### src/rtl/reg_mux_arbiter.sv
// Registered N-channel bus multiplexer with fixed-select or round-robin grant and valid/ready handshake.
// Optional packet locking is compiled in with `define MUX_LOCK_EN.
module reg_mux_arbiter #(
    parameter int WIDTH    = 8,
    parameter int CHANNELS = 4,
    parameter int SEL_W    = $clog2(CHANNELS)
) (
    input  logic                      clk,
    input  logic                      rst_n,
    input  logic                      mode,
`ifdef MUX_LOCK_EN
    input  logic                      lock,
`endif
    input  logic [SEL_W-1:0]          sel,
    input  logic [CHANNELS*WIDTH-1:0] in_data,
    input  logic [CHANNELS-1:0]       in_valid,
    output logic [CHANNELS-1:0]       in_ready,
    output logic [WIDTH-1:0]          out_data,
    output logic [SEL_W-1:0]          out_chan,
    output logic                      out_valid,
    input  logic                      out_ready
);

    typedef enum logic {EMPTY, FULL} out_state_e;

    out_state_e        state_q, state_d;
    logic [SEL_W-1:0]  rr_last;
    logic [SEL_W-1:0]  grant;
    logic              grant_valid;
    logic              load;
    logic              accept;

`ifdef MUX_LOCK_EN
    logic              lock_q;
    logic [SEL_W-1:0]  lock_ch;
`endif

    // Handshake: a beat moves on a rising edge where valid and ready are both high; valid never waits on ready.
    assign out_valid = (state_q == FULL);
    assign load      = !out_valid || out_ready;
    assign accept    = load && grant_valid;

    always_comb begin
        logic [SEL_W-1:0] cand;
        grant_valid = 1'b0;
        grant       = '0;
        cand        = '0;
`ifdef MUX_LOCK_EN
        if (lock_q) begin
            grant_valid = in_valid[lock_ch];
            grant       = lock_ch;
        end else
`endif
        if (!mode) begin
            if (int'(sel) < CHANNELS) begin
                grant_valid = in_valid[sel];
                grant       = sel;
            end
        end else begin
            // Search starts one past the last winner so every requester is served in turn.
            for (int i = 1; i <= CHANNELS; i++) begin
                cand = SEL_W'((int'(rr_last) + i) % CHANNELS);
                if (!grant_valid && in_valid[cand]) begin
                    grant_valid = 1'b1;
                    grant       = cand;
                end
            end
        end
    end

    always_comb begin
        in_ready = '0;
        if (rst_n && accept)
            in_ready = {{(CHANNELS-1){1'b0}}, 1'b1} << grant;
    end

    always_comb begin
        state_d = state_q;
        if (load)
            state_d = grant_valid ? FULL : EMPTY;
    end

    always_ff @(posedge clk or negedge rst_n) begin
        if (!rst_n)
            state_q <= EMPTY;
        else
            state_q <= state_d;
    end

    always_ff @(posedge clk or negedge rst_n) begin
        if (!rst_n) begin
            out_data <= '0;
            out_chan <= '0;
            rr_last  <= SEL_W'(CHANNELS - 1);
        end else if (accept) begin
            out_data <= in_data[int'(grant)*WIDTH +: WIDTH];
            out_chan <= grant;
            rr_last  <= grant;
        end
    end

`ifdef MUX_LOCK_EN
    // Only lock_ch can win while locked, so each accepted beat simply re-arms or releases the lock.
    always_ff @(posedge clk or negedge rst_n) begin
        if (!rst_n) begin
            lock_q  <= 1'b0;
            lock_ch <= '0;
        end else if (accept) begin
            lock_q  <= lock;
            lock_ch <= grant;
        end
    end
`endif

endmodule

### config.mk
export PLATFORM = sky130hd
export DESIGN_NAME = reg_mux_arbiter
export DESIGN_NICKNAME = d
export VERILOG_FILES = /design/src/rtl/reg_mux_arbiter.sv
export SDC_FILE = /design/constraint.sdc
export NUM_CORES = 1
export LEC_CHECK = 0
export BUFFER_PORTS_ARGS = -buffer_cell sky130_fd_sc_hd__buf_4
export CORE_ASPECT_RATIO = 0.8
export CORE_MARGIN = 5
export CORE_UTILIZATION = 45
export DETAILED_ROUTE_END_ITERATION = 7
export PLACE_DENSITY = 0.81
export SKIP_LAST_GASP = 1
export SLEW_MARGIN = 20
export SYNTH_ARGS = -nofsm -noshare
export SYNTH_HDL_FRONTEND = slang
export SYNTH_SLANG_ARGS = --single-unit
### constraint.sdc
create_clock -name clk -period 3.12 [get_ports clk]
set_clock_uncertainty 0.05 [all_clocks]
set_input_delay 0.312 -clock clk [delete_from_list [all_inputs] [get_ports clk]]
set_output_delay 0.312 -clock clk [all_outputs]
set_load 0.05 [all_outputs]
Yosys cells after proc, flatten, opt, wreduce, memory -nomap -nowiden
Cells that the tools add are included.
{"block": "word_totals", "reg_bits": 13, "elab_cells": 50, "in_bits": 42}
{"block": "op_classes", "reduce_logical": 10, "n_mux": 25, "shifts": 2, "add_sub_neg": 4, "n_lt_le_gt_ge": 5}
{"operator": "$shiftx A32 B6 Y8", "n": 1}
{"operator": "$lt A2 B3 Y1 const B", "n": 5}
{"operator": "$mux W1", "n": 14}
{"operator": "$bmux W1 S2", "n": 5}
{"operator": "$mux W2", "n": 5}
{"operator": "$logic_and A1 B1 Y1", "n": 5}
{"operator": "$add A2 B1 Y2 const B", "n": 2}
{"operator": "$add A2 B2 Y2 const B", "n": 2}
{"operator": "$logic_not A1 Y1", "n": 4}
{"operator": "$mux W4", "n": 1}
{"operator": "$shl A1 B2 Y4 const A", "n": 1}
{"operator": "$logic_or A1 B1 Y1", "n": 1}

Depth between registers and ports, before layout
Gate-level depths: netlist (run 1).
{"block": "logic_depth", "word_depth": 20, "mapped_depth": 7, "ltp_nobuf": 6}

Worst setup path before layout (run 1)
OpenSTA, ideal clock, no wires.
{"block": "synth_path", "path_kind": "flip-flop to output port", "startpoint": "reg state_q (netlist: out_valid)", "endpoint": "out in_ready[2]", "arrival_time_ns": 2.471, "path_stages_with_launch": 7, "path_slack_ns": 0.287, "path_cell_list": "dfrtp_1 nor2b_1 a31o_2 nor2_2 nand3_1 buf_2 nor3_1"}
{"block": "synth_via", "elab_chain_cells": 5}
{"element": "start, declared", "line": "26", "source": "out_state_e state_q, state_d;"}
{"element": "start signal, assigned", "line": "87", "source": "state_q <= state_d;"}
{"element": "$logic_not A1 Y1", "line": "40", "source": "assign load = !out_valid || out_ready;"}
{"element": "$logic_or A1 B1 Y1", "line": "40"}
{"element": "$logic_and A1 B1 Y1", "line": "41", "source": "assign accept = load && grant_valid;"}
{"element": "$logic_and A1 B1 Y1", "line": "73", "source": "if (rst_n && accept)"}
{"element": "$mux W4", "line": "73"}
{"element": "end, declared", "line": "17", "source": "output logic [CHANNELS-1:0] in_ready,"}
No other way between the ends.

Worst setup path in the final report (run 1)
{"block": "layout_path", "startpoint": "reg rr_last[0]", "endpoint": "out in_ready[0]"}
{"block": "layout_via", "elab_chain_cells": 20, "elab_cells_between_ends": 35}
{"element": "start, declared", "line": "27", "source": "logic [SEL_W-1:0] rr_last;"}
{"element": "start signal, assigned", "line": "94", "source": "rr_last <= SEL_W'(CHANNELS - 1);"}
{"element": "start signal, assigned", "line": "98", "source": "rr_last <= grant;"}
{"element": "$add A2 B1 Y2", "line": "62", "source": "cand = SEL_W'((int'(rr_last) + i) % CHANNELS);"}
{"element": "$bmux W1 S2", "line": "63", "source": "if (!grant_valid && in_valid[cand]) begin"}
{"element": "$mux W1 (not written as such)", "line": "63"}
{"element": "$mux W1", "line": "63"}
{"element": "$mux W1", "line": "54", "source": "if (!mode) begin"}
{"element": "$logic_not A1 Y1", "line": "63"}
{"element": "$logic_and A1 B1 Y1", "line": "63"}
{"element": "$mux W1", "line": "63"}
{"element": "[... 4 more ...]"}
{"element": "$mux W1", "line": "54"}
{"element": "$logic_not A1 Y1", "line": "63"}
{"element": "$logic_and A1 B1 Y1", "line": "63"}
{"element": "$mux W1", "line": "63"}
{"element": "$mux W1", "line": "54"}
{"element": "$logic_and A1 B1 Y1", "line": "41"}
{"element": "$logic_and A1 B1 Y1", "line": "73"}
{"element": "$mux W4 *", "line": "73"}
Mark *: on every way between the ends. The rest lies on a longest branch, timed or not. The select of a mux whose other input is x is not followed.

==> results.sh, run 1 <==
export IMPL_tritoncts="yes"
export IMPL_final_hpwl_from_detailed_placement_mm=2.37
export IMPL_setup_violations_final=0
export IMPL_postLayoutCoreUtil_pct=68.5
export IMPL_total_leakage_power_nw=0.649
export IMPL_finalInstanceArea_mm2=0.00144
export IMPL_max_clock_freq_ghz=0.368
export IMPL_syn_mean_instance_area_um2=9.61
export IMPL_worstHoldPathType="input port to flop"
export IMPL_critPathArrivalTime_ps=2360
export IMPL_die_y_um=51.5
export IMPL_num_fill_cells=165
export IMPL_max_cap_violations=0
export IMPL_fp_coreArea_mm2=0.00210
export IMPL_worst_path_largest_cell_delay_ps=560
export IMPL_regToRegStartpoint="rr_last[0]"
export IMPL_antennaDiodeCount=0
export IMPL_synth_cells_most_frequent="sky130_fd_sc_hd__o21ai_0 (19), sky130_fd_sc_hd__dfrtp_1 (11), sky130_fd_sc_hd__o211ai_1 (8), sky130_fd_sc_hd__o221a_1 (8), sky130_fd_sc_hd__nor2_1 (6)"
export IMPL_crit_chain="inv_2 -> a221o_1 -> a21oi_4 -> nor2_2 -> inv_1 -> and3_1 -> buf_4"
export IMPL_synthTopCellsByArea="sky130_fd_sc_hd__dfrtp_1 (28%), sky130_fd_sc_hd__o21ai_0 (9.8%), sky130_fd_sc_hd__o221a_1 (9.3%)"
export IMPL_synth_flop_cell="sky130_fd_sc_hd__dfrtp_1"
export IMPL_holdBufCountCts=1
export IMPL_post_cts_resized_instances=0
export IMPL_cp_slowest_cell="sky130_fd_sc_hd__dfstp_2"
export IMPL_placedInstanceArea_mm2=0.00140
export IMPL_largest_net_degree_at_the_start_of_global_routing=18
export IMPL_detail_route_antenna_nets=0
export IMPL_drtIter0Drc=54
export IMPL_cts_htree_levels=1
export IMPL_outcome="complete, no violations"
export IMPL_rsz0062_at_grt="no"
export IMPL_synth_yosys_warnings=0
export IMPL_worstSetupStartpointType="flop"
export IMPL_cts_buffers=3
export IMPL_timing_worst_slew_pin_value_ps=701
export IMPL_worst_path_buffer_plus_inverter_count=3
export IMPL_groute_usage_overall_pct=19.6
export IMPL_synthesized_instance_count=101
export IMPL_timing_hold_worst_start="in_data[17]"
export IMPL_cp_max_fo=17
export IMPL_clock_pin_slew_worst_setup_and_hold_paths_ps=90
export IMPL_post_synth_num_cell_types=31
export IMPL_crit_path_start="rr_last[0]"
export IMPL_finalWorstPathRequiredPeriod_ps=2720
export IMPL_vdd_drop_max_uv=410
export IMPL_grt_first_pass_wirelength_mm=4.64
export IMPL_areaGrowthSynthToFinish_pct=48.3
export IMPL_cts_max_path_bufs=2
export IMPL_share_of_layout_cells_above_drive_strength_1_pct=49.4
export IMPL_clkSinkCount=13
export IMPL_dieArea_mm2=0.00319
export IMPL_number_of_i_o_port_buffers=56
export IMPL_final_max_slew_violation_count=0
export IMPL_critPathKind="flop to output pin"
export IMPL_drc=0
export IMPL_max_slew_margin_rel_pct=53.2
export IMPL_synth_async_sr_flop_share_pct=100
export IMPL_wl_per_cell_um=16.6
export IMPL_dr_pass1_iters=4
export IMPL_detail_route_wirelength_mm=3.04
export IMPL_die_w_um=61.9
export IMPL_synthesis_nets=143
export IMPL_crit_family="compound AO/OA/AOI/OAI gates"
export IMPL_powerDensity_mw_per_mm2=557
export IMPL_hold_viol=0
export IMPL_yosysSeqAreaShare_pct=33.8
export IMPL_ios=57
export IMPL_mapped_area_um2=971
export IMPL_critPathRequiredTime_ps=2760
export IMPL_finalNetCount=201
export IMPL_clock_latency_ps=290
export IMPL_setup_total_negative_slack_ps=0
export IMPL_synth_top_cell_area_share_pct=28.4
export IMPL_antenna_found_initial=0
export IMPL_synth_enable_flop_cells=0
export IMPL_via_count=1069
export IMPL_cts_repair_timing_setup_buffer_count=0
export IMPL_gp_congestion=0.775
export IMPL_synth_largest_area_cell="sky130_fd_sc_hd__dfrtp_1"
export IMPL_drt_vias_per_instance=5.84
export IMPL_row_count=15
export IMPL_number_of_global_route_vias_before_repair=1007
export IMPL_ys_seq_elements=13
export IMPL_grt_overflow_total=0
export IMPL_clock_root_buffer="sky130_fd_sc_hd__clkbuf_4"
export IMPL_initial_core_utilization_pct=46.2
export IMPL_post_route_period_util_pct=87.2
export IMPL_end_kind="output pin"
export IMPL_yosys_cell_count_top_type="sky130_fd_sc_hd__o21ai_0"
==> cell type report <==
type | count | area (µm²) | area share (%)
multi-input combinational | 76 | 587 | 40.7
timing repair buffer | 59 | 445 | 30.9
sequential | 13 | 328 | 22.8
tap | 25 | 31.3 | 2.17
clock buffer | 4 | 26.3 | 1.82
inverter | 6 | 22.5 | 1.56
==> cell usage in the layout (no fill, tap or decap), drive strengths merged, types with 2 or more instances in the layout <==
master	n
nor2	8
o21ai	19
o221a	8
dfrtp	11
a221o	2
dfstp	2
mux2	9
nand3	2
a31oi	2
clkbuf	4
nand2	2
and3	2
a31o	2
nor2b	2
buf	58
o211ai	8
inv	6
nor3	2
==> flip-flops by register name, indices dropped and copies added (netlist names) <==
register and count:
out_valid 1, out_chan 2, rr_last 2, out_data 8
==> metrics by stage <==
step           hold slack, ps  worst slack [ps]  power (mW)  std cells
5_1_grt                   362               270       0.845        183
2_1_floorplan           -33.6               287       0.545        101
3_5_place_dp              125               667       0.693        178
6_report                  363               401       0.802        183
3_3_place_gp              123               682       0.685        178
4_1_cts                   361               414       0.804        183
==> per-layer routing <==
layer,up-vias,global-route usage (%),routed length [µm]
met3,8,4.96,265
met5,-,0,0
met4,0,6.36,52
met2,52,30.3,1520
li1,509,-,-
met1,500,26.4,1200
==> final timing paths <==
check                              end  slack [ps]  depth (start not counted)
setup reg to reg           out_data[7]         800                          6
setup / recovery           in_ready[0]         400                          7
min in group asynchronous  out_chan[0]         370                          2
hold / removal             out_data[1]         360                          3
hold reg to reg            out_chan[1]         460                          2
max in group asynchronous   rr_last[1]        2410                          2
==> worst min-delay path: cells and delay by family <==
family                 cells  cell delay, ps
AO/OA/AOI/OAI              1             160
buffers and inverters      1              70
multiplexers               1             110
==> cells by family (layout without fill, tap and decap cells) <==
family          Yosys count  after routing  synth area share (%)
compound gates           45             45                  34.3
simple gates             21             21                  11.5
flops                    13             13                  33.8
buf+inv                  12             69                  5.80
mux                      10             10                  14.7
==> where the power goes <==
part | total (mW) | switching [mW] | internal, mW
clock | 0.110 | 0.0607 | 0.0496
sequential | 0.247 | 0.0286 | 0.218
combinational | 0.445 | 0.271 | 0.174
total | 0.802 | 0.360 | 0.441
(Power assumes the default switching activity.)
==> inputs of run 2 (changes only) <==
--- a/config.mk
+++ b/config.mk
@@ -5,12 +5,13 @@
 export SDC_FILE = /design/constraint.sdc
 export NUM_CORES = 1
 export LEC_CHECK = 0
+export ABC_AREA = 1
 export BUFFER_PORTS_ARGS = -buffer_cell sky130_fd_sc_hd__buf_4
 export CORE_ASPECT_RATIO = 0.8
 export CORE_MARGIN = 5
-export CORE_UTILIZATION = 45
+export CORE_UTILIZATION = 51
 export DETAILED_ROUTE_END_ITERATION = 7
-export PLACE_DENSITY = 0.81
+export PLACE_DENSITY = 0.84
 export SKIP_LAST_GASP = 1
 export SLEW_MARGIN = 20
 export SYNTH_ARGS = -nofsm -noshare
==> results.sh, run 2 <==
export IMPL_postLayoutCoreUtil_pct=73.7
export IMPL_hold_viol=0
export IMPL_finalInstanceArea_mm2=0.00180
export IMPL_cts_htree_levels=1
export IMPL_synth_enable_flop_cells=0
export IMPL_dr_pass1_iters=4
export IMPL_number_of_i_o_port_buffers=56
export IMPL_max_clock_freq_ghz=0.346
export IMPL_initial_core_utilization_pct=53.4
export IMPL_num_fill_cells=247
export IMPL_dieArea_mm2=0.00368
export IMPL_gp_congestion=0.873
export IMPL_number_of_global_route_vias_before_repair=1247
export IMPL_clock_root_buffer="sky130_fd_sc_hd__clkbuf_4"
export IMPL_vdd_drop_max_uv=538
export IMPL_largest_register_ffs=8
export IMPL_antenna_found_initial=0
export IMPL_reg_top3="out_data: 8 flops, out_chan: 2 flops, rr_last: 2 flops"
export IMPL_setup_reg_to_reg_worst_slack_ps=740
export IMPL_layout_commonest_cell="sky130_fd_sc_hd__nand2_1"
export IMPL_tritoncts="yes"
export IMPL_post_synth_num_cell_types=26
export IMPL_regToRegStartpoint="rr_last[0]"
export IMPL_yosys_cell_count_top_type="sky130_fd_sc_hd__nand2_1"
export IMPL_synth_async_sr_flop_share_pct=100
export IMPL_timing_hold_worst_endpoint="out_valid"
export IMPL_clock_latency_ps=270
export IMPL_syn_mean_instance_area_um2=6.13
export IMPL_critPathArrivalTime_ps=2520
export IMPL_end_kind="output pin"
export IMPL_synthTopCellsByArea="sky130_fd_sc_hd__nand2_1 (32%), sky130_fd_sc_hd__dfrtp_1 (21%), sky130_fd_sc_hd__nand2_2 (9.6%)"
export IMPL_setup_violations_final=0
export IMPL_drtIter0Drc=71
export IMPL_synth_largest_area_cell="sky130_fd_sc_hd__nand2_1"
export IMPL_worstHoldPathType="input port to flop"
export IMPL_drt_vias_per_instance=4.75
export IMPL_grt_overflow_total=0
export IMPL_timing_hold_ws_ps=273
export IMPL_synthesized_instance_count=213
export IMPL_cts_max_path_bufs=2
export IMPL_cts_buffers=3
export IMPL_synth_top_cell_area_share_pct=31.6
export IMPL_placed_instance_count=300
export IMPL_post_route_period_util_pct=92.5
export IMPL_areaGrowthSynthToFinish_pct=38.0
export IMPL_detail_route_antenna_nets=0
export IMPL_antennaDiodeCount=0
export IMPL_fp_coreArea_mm2=0.00244
export IMPL_setup_total_negative_slack_ps=0
export IMPL_timing_hold_worst_path_depth=4
export IMPL_timing_hold_worst_start="out_ready"
export IMPL_outcome="complete, no violations"
export IMPL_total_leakage_power_nw=1.06
export IMPL_ios=57
export IMPL_largest_net_degree_at_the_start_of_global_routing=20
export IMPL_worstRegToRegCells=16
export IMPL_cp_max_fo=13
export IMPL_clkSinkCount=13
export IMPL_register_containing_the_most_flip_flops_in_the_final_layout="out_data"
export IMPL_die_w_um=66.6
export IMPL_worstSetupStartpointType="flop"
export IMPL_max_slew_margin_rel_pct=80.5
export IMPL_final_max_slew_violation_count=0
export IMPL_synth_yosys_warnings=0
export IMPL_synth_flop_cell="sky130_fd_sc_hd__dfrtp_1"
export IMPL_synthesis_nets=255
export IMPL_yosysSeqAreaShare_pct=25.1
export IMPL_detail_route_wirelength_mm=3.57
export IMPL_via_count=1476
export IMPL_finalWorstPathRequiredPeriod_ps=2890
export IMPL_powerDensity_mw_per_mm2=1050
export IMPL_critPathRequiredTime_ps=2760
export IMPL_share_of_layout_cells_above_drive_strength_1_pct=38.5
export IMPL_wl_per_cell_um=11.5
export IMPL_synth_cells_most_frequent="sky130_fd_sc_hd__nand2_1 (110), sky130_fd_sc_hd__nand3_1 (22), sky130_fd_sc_hd__nand2_2 (20)"
export IMPL_commonest_cells_after_routing_fill_and_taps_aside="sky130_fd_sc_hd__nand2_1 (110), sky130_fd_sc_hd__buf_4 (63), sky130_fd_sc_hd__nand3_1 (22)"
export IMPL_mapped_area_mm2=0.00131
export IMPL_rsz0062_at_grt="no"
export IMPL_groute_usage_overall_pct=19.2
export IMPL_clock_pin_slew_worst_setup_and_hold_paths_ps=70
export IMPL_die_y_um=55.2
export IMPL_max_cap_violations=0
export IMPL_count_of_non_filler_cells_in_the_finished_layout=311
export IMPL_row_count=16
export IMPL_final_hpwl_from_detailed_placement_mm=2.91
export IMPL_r2r_end="out_data[3]"
export IMPL_critPathKind="flop to output pin"
export IMPL_finalNetCount=318
export IMPL_grt_first_pass_wirelength_mm=5.80
export IMPL_placedInstanceArea_mm2=0.00172
export IMPL_ys_seq_elements=13
export IMPL_drc=0
export IMPL_timing_worst_slew_pin_value_ps=292
==> run 2: how the worst max path moves through the flow <==
stage / start / to / slack, ps
after CTS: rr_last[0] / in_ready[0] / 170
after floorplan: rr_last[0] / in_ready[0] / 140
after detailed placement: rr_last[0] / in_ready[0] / 470
final: rr_last[0] / in_ready[0] / 230
after global routing: rr_last[0] / in_ready[3] / 50
after global placement: rr_last[0] / in_ready[0] / 480
==> run 2: final cells by class <==
| cell class | count | area (µm²) | area share, % |
|---|---|---|---|
| clock buffer | 4 | 26.3 | 1.46 |
| inverter | 17 | 73.8 | 4.10 |
| multi-input combinational | 176 | 840 | 46.6 |
| sequential | 13 | 328 | 18.2 |
| tap | 36 | 45.0 | 2.50 |
| timing repair buffer | 65 | 488 | 27.1 |
==> run 2: cells by family after synthesis <==
group / after synthesis / synth area share [%]
flops: 13 / 25.1
buf+inv: 24 / 10.9
simple gates: 169 / 60.4
compound gates: 7 / 3.55
==> run 2: timing repair <==
| action | CTS | global route |
|---|---|---|
| endpoints found under the setup margin | 0 | 1 |
| endpoints found under the hold margin | 11 | 0 |
| hold buffers | 1 | 0 |
| setup buffers | 0 | 6 |
| resized for setup | 0 | 2 |
==> run 2: power breakdown <==
group | total [mW] | switching, mW | internal (mW) | leakage (nW)
sequential | 0.325 | 0.0666 | 0.258 | 0.157
combinational | 1.47 | 0.983 | 0.490 | 0.890
clock | 0.0971 | 0.0477 | 0.0495 | 0.0150
==> run 2: worst max-delay path, cell delays in order, from the launching register on <==
cell                      delay [ps]
sky130_fd_sc_hd__dfstp_2         660
sky130_fd_sc_hd__buf_2           220
sky130_fd_sc_hd__nand2_1          70
sky130_fd_sc_hd__nand2_1         100
sky130_fd_sc_hd__nand2_1          60
sky130_fd_sc_hd__nand2_1          90
sky130_fd_sc_hd__inv_1            70
sky130_fd_sc_hd__nand3_2          90
sky130_fd_sc_hd__nand3_1         110
sky130_fd_sc_hd__inv_2           180
sky130_fd_sc_hd__nand2_1         140
sky130_fd_sc_hd__nor3_2          240
sky130_fd_sc_hd__buf_4           230
==> run 2: metrics by stage <==
step,power (mW),worst slack (ps)
2_1_floorplan,1.45,139
3_3_place_gp,1.71,477
3_5_place_dp,1.71,475
4_1_cts,1.82,170
5_1_grt,2.07,52.3
6_report,1.90,234
==> run 2: metal layers <==
metal	up-vias	wire length [µm]	global-route usage, %
li1	790	-	-
met4	0	16	2.61
met1	622	1750	30.0
met3	2	320	3.45
met5	-	0	0
met2	62	1490	27.7
==> inputs of run 3 (changes only) <==
--- a/config.mk
+++ b/config.mk
@@ -12,6 +12,7 @@
 export CORE_UTILIZATION = 51
 export DETAILED_ROUTE_END_ITERATION = 7
 export PLACE_DENSITY = 0.84
+export SETUP_SLACK_MARGIN = 0.05
 export SKIP_LAST_GASP = 1
 export SLEW_MARGIN = 20
 export SYNTH_ARGS = -nofsm -noshare
==> constraint.sdc (replaced) <==
create_clock -name clk -period 3.7 [get_ports clk]
set_clock_uncertainty 0.05 [all_clocks]
set_input_delay 0.37 -clock clk [delete_from_list [all_inputs] [get_ports clk]]
set_output_delay 0.37 -clock clk [all_outputs]
set_load 0.05 [all_outputs]
==> results.sh, run 3 (synthesis results as in run 2) <==
export IMPL_drtIter0Drc=93
export IMPL_groute_usage_overall_pct=19.2
export IMPL_post_route_period_util_pct=89.7
export IMPL_fp_coreArea_mm2=0.00244
export IMPL_critPathArrivalTime_ps=2900
export IMPL_ios=57
export IMPL_clock_pin_slew_worst_setup_and_hold_paths_ps=70
export IMPL_max_clock_freq_ghz=0.301
export IMPL_cp_max_fo=13
export IMPL_antennaDiodeCount=0
export IMPL_hold_viol=0
export IMPL_crit_family="simple AND/OR/NAND/NOR gates"
export IMPL_commonest_cells_after_routing_fill_and_taps_aside="sky130_fd_sc_hd__nand2_1 (110), sky130_fd_sc_hd__buf_4 (56), sky130_fd_sc_hd__nand3_1 (22)"
export IMPL_grt_first_pass_wirelength_mm=5.72
export IMPL_number_of_global_route_vias_before_repair=1250
export IMPL_cts_max_path_bufs=2
export IMPL_timing_hold_ws_ps=322
export IMPL_via_count=1467
export IMPL_clkSinkCount=13
export IMPL_report_power_total_mw=1.52
export IMPL_rsz0062_at_grt="no"
export IMPL_grt_overflow_total=0
export IMPL_detail_route_wirelength_mm=3.52
export IMPL_largest_register_ffs=8
export IMPL_postLayoutCoreUtil_pct=71.2
export IMPL_final_max_slew_violation_count=0
export IMPL_initial_core_utilization_pct=53.4
export IMPL_worst_path_most_repeated_cell="sky130_fd_sc_hd__nand2_1"
export IMPL_num_fill_cells=222
export IMPL_largest_net_degree_at_the_start_of_global_routing=20
export IMPL_setup_violations_final=0
export IMPL_worstHoldPathType="input port to flop"
export IMPL_count_of_non_filler_cells_in_the_finished_layout=303
export IMPL_tritoncts="yes"
export IMPL_end_kind="output pin"
export IMPL_setup_total_negative_slack_ps=0
export IMPL_vdd_drop_max_uv=522
export IMPL_die_y_um=55.2
export IMPL_drt_vias_per_instance=4.84
export IMPL_layout_commonest_cell="sky130_fd_sc_hd__nand2_1"
export IMPL_critPathRequiredTime_ps=3280
export IMPL_number_of_i_o_port_buffers=56
export IMPL_worst_path_buffer_plus_inverter_count=3
export IMPL_powerDensity_mw_per_mm2=877
export IMPL_worstSetupStartpointType="flop"
export IMPL_cts_htree_levels=1
export IMPL_antenna_found_initial=0
export IMPL_cts_buffers=3
export IMPL_dieArea_mm2=0.00368
export IMPL_register_containing_the_most_flip_flops_in_the_final_layout="out_data"
export IMPL_clock_root_buffer="sky130_fd_sc_hd__clkbuf_4"
export IMPL_dr_pass1_iters=4
export IMPL_share_of_layout_cells_above_drive_strength_1_pct=36.0
export IMPL_total_leakage_power_nw=1.02
export IMPL_cts_repair_timing_setup_buffer_count=0
export IMPL_finalNetCount=310
export IMPL_clock_latency_ps=270
export IMPL_drc=0
export IMPL_cp_slowest_cell="sky130_fd_sc_hd__dfstp_2"
export IMPL_final_hpwl_from_detailed_placement_mm=2.82
export IMPL_outcome="complete, no violations"
export IMPL_critPathKind="flop to output pin"
export IMPL_die_w_um=66.6
export IMPL_finalWorstPathRequiredPeriod_ps=3320
export IMPL_areaGrowthSynthToFinish_pct=33.2
export IMPL_timing_worst_slew_pin_value_ps=479
export IMPL_wl_per_cell_um=11.6
export IMPL_worst_path_largest_cell_delay_ps=690
export IMPL_detail_route_antenna_nets=0
export IMPL_row_count=16
export IMPL_max_cap_violations=0
export IMPL_gp_congestion=0.828
export IMPL_reg_top3="out_data: 8 flops, out_chan: 2 flops, rr_last: 2 flops"
export IMPL_setup_reg_to_reg_worst_slack_ps=1360
export IMPL_max_slew_margin_rel_pct=68.0
export IMPL_crit_chain="inv_8 -> nand2_1 -> nand3_1 -> nand2_1 -> nor2_1 -> nand3_2 -> nand3_1 -> inv_1 -> nand2_1 -> nor3_1 -> buf_4"
export IMPL_placed_instance_count=298
## run 3: worst paths after layout
check | start | endpoint | cells after the start
worst min register to register | out_chan[1] | out_chan[1] | 2
min in group asynchronous | rst_n | out_data[3] | 2
max in group asynchronous | rst_n | rr_last[1] | 2
worst max-delay path | rr_last[0] | in_ready[0] | 11
worst min-delay path | out_ready | out_valid | 4
worst max register to register | rr_last[0] | rr_last[1] | 9
## run 3: routing by layer
layer | global-route usage, % | wire (µm)
met5 | 0 | 0
met4 | 3.77 | 24
met3 | 2.23 | 171
met2 | 28.0 | 1520
met1 | 29.9 | 1800
## run 3: final cells by class
type	count	area [µm²]	share of cell area [%]
flip-flops and latches	13	328	18.9
inverters	17	73.8	4.25
repair buffers	57	430	24.8
clock buffers	4	26.3	1.51
multi-input cells	176	835	48.0
well taps	36	45.0	2.59
## run 3: report_power, final
part           leakage (nW)  total, mW  internal, mW  switching [mW]
logic                 0.853       1.15         0.353           0.801
clock network        0.0150     0.0883        0.0419          0.0464
registers             0.157      0.282         0.218          0.0643
## run 3: tightest hold or removal path: cells and delay by family
family / cells / cell delay, ps
simple gates: 2 / 140
buf+inv: 2 / 110
## run 3: timing repair
item / in CTS / in global routing
hold buffers: 1 / 0
endpoints found under the hold margin: 11 / 0
resized for setup: 0 / 0
## run 3: through the flow
stage	setup WS, ps	instance area [µm²]
final	382	1740
after global routing	97.4	1740
after CTS	400	1740
after detailed placement	722	1700
after global placement	813	1700
after floorplan	661	1310
